**src/rtl/piso_pkg.sv**
```systemverilog
// piso_pkg: shared FSM state encoding and default word width for the
// serial transmitter. The PARITY encoding is reachable only when
// PISO_TX_PARITY_EN is defined.
package piso_pkg;

    localparam int PISO_WIDTH_DEFAULT = 8;

    typedef enum logic [1:0] {
        IDLE   = 2'd0,
        SHIFT  = 2'd1,
        PARITY = 2'd2
    } state_t;

endpackage

```
**src/rtl/piso_bit_cnt.sv**
```systemverilog
// piso_bit_cnt: bit down-counter for the serial transmitter. Loads WIDTH-1
// when a word is accepted and counts down once per shifted bit. It saturates
// at zero instead of wrapping, so a held decrement after the last bit is
// harmless.
module piso_bit_cnt
    import piso_pkg::*;
#(
    parameter  int WIDTH = PISO_WIDTH_DEFAULT,
    localparam int CW    = (WIDTH > 1) ? $clog2(WIDTH) : 1
) (
    input  logic clk,
    input  logic clear,
    input  logic load,
    input  logic dec,
    output logic zero
);

    logic [CW-1:0] cnt_q, cnt_d;

    // Load has priority over decrement; decrement stops at zero.
    always_comb begin
        cnt_d = cnt_q;
        if (load) begin
            cnt_d = CW'(WIDTH - 1);
        end else if (dec && (cnt_q != '0)) begin
            cnt_d = cnt_q - CW'(1);
        end
    end

    // Counter register with synchronous clear.
    always_ff @(posedge clk) begin
        if (clear) begin
            cnt_q <= '0;
        end else begin
            cnt_q <= cnt_d;
        end
    end

    assign zero = (cnt_q == '0);

endmodule

```
**src/rtl/piso_tx.sv**
```systemverilog
// piso_tx: parallel-in / serial-out transmitter. A word is captured on a
// load_valid/load_ready handshake and sent MSB first, one bit per cycle,
// starting the cycle after the accept edge. A new word may be accepted in
// the cycle carrying so_last, so frames can run back to back with no gap.
// Optional feature: define PISO_TX_PARITY_EN to append an even-parity bit
// (XOR of the word) after the LSB; so_last then marks the parity bit.
module piso_tx
    import piso_pkg::*;
#(
    parameter int WIDTH = PISO_WIDTH_DEFAULT
) (
    input  logic             clk,
    input  logic             clear,
    input  logic [WIDTH-1:0] din,
    input  logic             load_valid,
    output logic             load_ready,
    output logic             so,
    output logic             so_valid,
    output logic             so_last,
    output logic             busy
);

    state_t           state_q, state_d;
    logic [WIDTH-1:0] shreg_q, shreg_d;
    logic             accept;
    logic             cnt_load;
    logic             cnt_dec;
    logic             cnt_zero;
`ifdef PISO_TX_PARITY_EN
    logic             par_q, par_d;
`endif

    assign accept = load_valid & load_ready;

    piso_bit_cnt #(.WIDTH(WIDTH)) u_bit_cnt (
        .clk   (clk),
        .clear (clear),
        .load  (cnt_load),
        .dec   (cnt_dec),
        .zero  (cnt_zero)
    );

    // FSM state register; clear aborts any frame in progress.
    always_ff @(posedge clk) begin
        if (clear) begin
            state_q <= IDLE;
        end else begin
            state_q <= state_d;
        end
    end

    // FSM next state: a word accepted on the last bit chains straight into SHIFT.
    always_comb begin
        state_d = state_q;
        case (state_q)
            IDLE: begin
                if (accept) state_d = SHIFT;
            end
            SHIFT: begin
                if (cnt_zero) begin
`ifdef PISO_TX_PARITY_EN
                    state_d = PARITY;
`else
                    state_d = accept ? SHIFT : IDLE;
`endif
                end
            end
`ifdef PISO_TX_PARITY_EN
            PARITY: begin
                state_d = accept ? SHIFT : IDLE;
            end
`endif
            default: state_d = IDLE;
        endcase
    end

    // FSM outputs: serial bit comes straight from the shift register MSB.
    always_comb begin
        so       = 1'b0;
        so_last  = 1'b0;
        so_valid = (state_q != IDLE);
        busy     = (state_q != IDLE);
        case (state_q)
            SHIFT: begin
                so = shreg_q[WIDTH-1];
`ifndef PISO_TX_PARITY_EN
                so_last = cnt_zero;
`endif
            end
`ifdef PISO_TX_PARITY_EN
            PARITY: begin
                so      = par_q;
                so_last = 1'b1;
            end
`endif
            default: ;
        endcase
        // Ready in IDLE and on the final frame bit, never while clear is held.
        load_ready = ~clear & ((state_q == IDLE) | so_last);
    end

    // Datapath next state: capture on accept, otherwise shift left while in SHIFT.
    always_comb begin
        shreg_d  = shreg_q;
        cnt_load = accept;
        cnt_dec  = (state_q == SHIFT);
        if (accept) begin
            shreg_d = din;
        end else if (state_q == SHIFT) begin
            shreg_d = shreg_q << 1;
        end
`ifdef PISO_TX_PARITY_EN
        par_d = par_q;
        if (accept) par_d = ^din;
`endif
    end

    // Datapath registers with synchronous clear.
    always_ff @(posedge clk) begin
        if (clear) begin
            shreg_q <= '0;
`ifdef PISO_TX_PARITY_EN
            par_q   <= 1'b0;
`endif
        end else begin
            shreg_q <= shreg_d;
`ifdef PISO_TX_PARITY_EN
            par_q   <= par_d;
`endif
        end
    end

endmodule
```
**config.mk**
```make
export PLATFORM = sky130hd
export DESIGN_NAME = piso_tx
export DESIGN_NICKNAME = d
export VERILOG_FILES = /design/src/rtl/piso_pkg.sv /design/src/rtl/piso_bit_cnt.sv /design/src/rtl/piso_tx.sv
export SDC_FILE = /design/constraint.sdc
export NUM_CORES = 1
export LEC_CHECK = 0
export CAP_MARGIN = 20
export CELL_PAD_IN_SITES_DETAIL_PLACEMENT = 0
export CELL_PAD_IN_SITES_GLOBAL_PLACEMENT = 1
export CORE_UTILIZATION = 36
export DETAILED_ROUTE_END_ITERATION = 16
export PLACE_DENSITY_LB_ADDON = 0.12
export SLEW_MARGIN = 20
export SYNTH_ARGS = -nofsm -noshare
export SYNTH_HDL_FRONTEND = slang
export SYNTH_SLANG_ARGS = --single-unit
export TNS_END_PERCENT = 1
```
**constraint.sdc**
```tcl
create_clock -name clk -period 1.55 [get_ports clk]
set_clock_uncertainty 0.05 [all_clocks]
set_input_delay 0.2325 -clock clk [delete_from_list [all_inputs] [get_ports clk]]
set_output_delay 0.2325 -clock clk [all_outputs]
set_load 0.01 [all_outputs]
```
==> results.yml <==
global_routing:
  grt_use_total_pct: 14.8
  antenna_found_initial: 0
  grt_max_degree: 15
  first_global_vias: 477
  grt_pass1_wl_um: 2070
  grt-ovfl-total: 0
worst_setup_path:
  worstPathCellList: "inv_2, ha_4, ha_4, nor2b_4, nor2_1, buf_2"
  cp-end-kind: "output pin"
  crit_top_cell: "ha_4"
  critPathKind: "reg2out"
  r2r-start: "u_bit_cnt.cnt_q[1]$_SDFFE_PP0P_"
  reg2reg_slack_ns: 0.08
  crit_slowest_cell: "dfxtp_2"
  critical_path_required_ns: 1.27
  critPathLaunchType: "flop"
  cpPeakStageDelay_ns: 0.34
  crit_family: "flip-flops"
  crit_buf_inv: 2
  cp_max_fo: 3
  crit_start: "u_bit_cnt.cnt_q[1]$_SDFFE_PP0P_"
  crit_arrival_ns: 1.25
finish:
  multi_input_area_um2: 407
  insertedDiodeCount: 0
  fin_nets: 97
  layout_commonest_cell: "clkdlybuf4s50_1"
  drive_above_1_share_pct: 38.6
  register_area_um2: 246
  fillers: 165
  area_growth_syn_to_layout_pct: 44.8
  post-route-util_pct: 55.7
  layout_common_cells: "clkdlybuf4s50_1 (12), dfxtp_1 (9), mux2i_1 (8), nor2b_1 (7), a221oi_2 (7)"
timing:
  finalHoldViolCount: 0
  max_freq_mhz: 652
  min_period_over_period_pct: 98.9
  tns_ns: 0
  fin_crit_ns: 1.53
  report.final.slew_viol_count: 0
  fin_ws_ns: 0.0170
  tightest_slew_ns: 0.176
  setup_violations: 0
  slew_headroom_pct: 88.0
  rsz0062_at_grt: "true"
floorplan:
  core_um2: 1730
  die_area_um2: 2020
  io_pins: 16
  rows: 15
  die_h_um: 45.0
  die_w_um: 45.0
  initial_core_util_pct: 38.5
synthesis:
  synth_top_area_share_pct: 36.2
  syn_inst: 62
  synth.distinct_cells: 18
  avgSynthCellArea_um2: 10.7
  yosys_warnings: 0
  yosysSeqAreaShare_pct: 36.2
  synth_area_um2: 664
  yosysTopAreaCell: "dfxtp_1"
  ys_ff_latch: 12
  synth_area_leaders: "dfxtp_1 (36%), a221oi_2 (16%), mux2i_1 (12%), nor2b_1 (7.5%), ha_1 (3.8%)"
  synth_nets: 75
clock_tree:
  cts_tree: "done"
  cts_buffer_depth: 2
  h-tree-depth: 1
  cts.sinks: 12
  hold_buffers: 0
  clk_latency_ns: 0.27
  cts_root_buf: "clkbuf_4"
  cts.clk_slew.worst_paths_ns: 0.08
  cts-buffers-inserted: 3
route:
  drc: 0
  vias_per_cell: 4.88
  vias: 527
  wl_per_cell_um: 12.1
  ant_nets: 0
  dr.pass1.iters: 2
  wl_met3_um: 56
  top_layer: "met4"
  drt_first_iter_violations: 4
  met1Wirelength_um: 608
  drt_wl_total_um: 1310
  wl_met2_um: 627
run:
  maxCapViolations: 0
min_path:
  worstHoldStart: "u_bit_cnt.cnt_q[0]$_SDFFE_PP0P_"
  min_path_type: "reg2reg"
place:
  place_congestion: 0.639
  portBuffers: 15
  dp_worst_setup_slack_ns: -0.172
  dp_hpwl_um: 880
pwr:
  peakVddDrop_mv: 0.845
  total_power_mw: 0.863
  p_per_area_nw_per_um2: 897
  leakage_nw: 0.371
run_status:
  run_status: "completed"
==> registers in the layout (all words and copies together), names as in the netlist <==
signal / count
u_bit_cnt.cnt_q: 3
state_q: 1
shreg_q: 8
==> power breakdown <==
group | total [mW] | switching (mW) | internal (mW) | leakage [nW]
Sequential | 0.359 | 0.0183 | 0.341 | 0.101
Combinational | 0.256 | 0.109 | 0.147 | 0.249
Clock | 0.248 | 0.105 | 0.143 | 0.0210
==> worst reg2reg max path, delay by kind of cell (launching register included) <==
family | cells | cell delay [ns]
DFF | 1 | 0.33
buffers and inverters | 3 | 0.31
adders and majority gates | 2 | 0.27
AOI/OAI and AO/OA | 1 | 0.24
and+or+nand+nor | 2 | 0.20
==> final timing paths <==
path,endpoint,depth (start not counted)
hold reg to reg,u_bit_cnt.cnt_q[0]$_SDFFE_PP0P_,2
setup reg to reg,shreg_q[3]$_SDFFE_PP0P_,8
hold / removal,u_bit_cnt.cnt_q[0]$_SDFFE_PP0P_,2
setup / recovery,load_ready,6
==> Yosys cell counts (all sizes together) <==
cell / number
dfxtp: 12
mux2i: 8
a221oi: 7
nand2b: 1
nand3: 1
nor3: 3
a211oi: 3
and2: 2
buf: 6
ha: 2
nor2: 4
inv: 3
o21a: 1
nor2b: 8
nand2: 1
==> through the flow <==
step,hold slack (ns),cells,cell area [µm²]
2_1_floorplan,0.249,62,664
3_3_place_gp,0.477,103,876
3_5_place_dp,0.482,103,876
4_1_cts,0.476,108,947
5_1_grt,0.508,108,962
6_report,0.492,108,962
==> logic make-up (layout without fill, tap and decap cells) <==
kind of cell	count (synthesis)	count (layout)	share of synthesized area, %
and+or+nand+nor	20	20	18.8
DFF	12	12	36.2
AOI/OAI and AO/OA	11	11	20.3
buffers and inverters	9	30	8.85
muxes	8	8	12.1
adders and majority gates	2	2	3.77
==> timing repair <==
item / in CTS / in global routing
setup buffers: 1 / 0
setup endpoints to repair: 5 / 9
pin swaps: 1 / 3
gates resized for setup: 20 / 4
==> layout make-up <==
type / instances / area share [%]
tap: 25 / 3.25
clock buffer: 4 / 3.77
timing repair buffer: 23 / 23.9
inverter: 3 / 1.17
sequential: 12 / 25.6
multi-input combinational: 41 / 42.3
==> layer usage <==
layer,track usage [%],up-vias
met5,0,-
met4,3.64,0
met3,7.20,2
met2,23.5,10
met1,17.9,249
li1,-,266
Note: power is estimated with default switching activity, not from simulation.
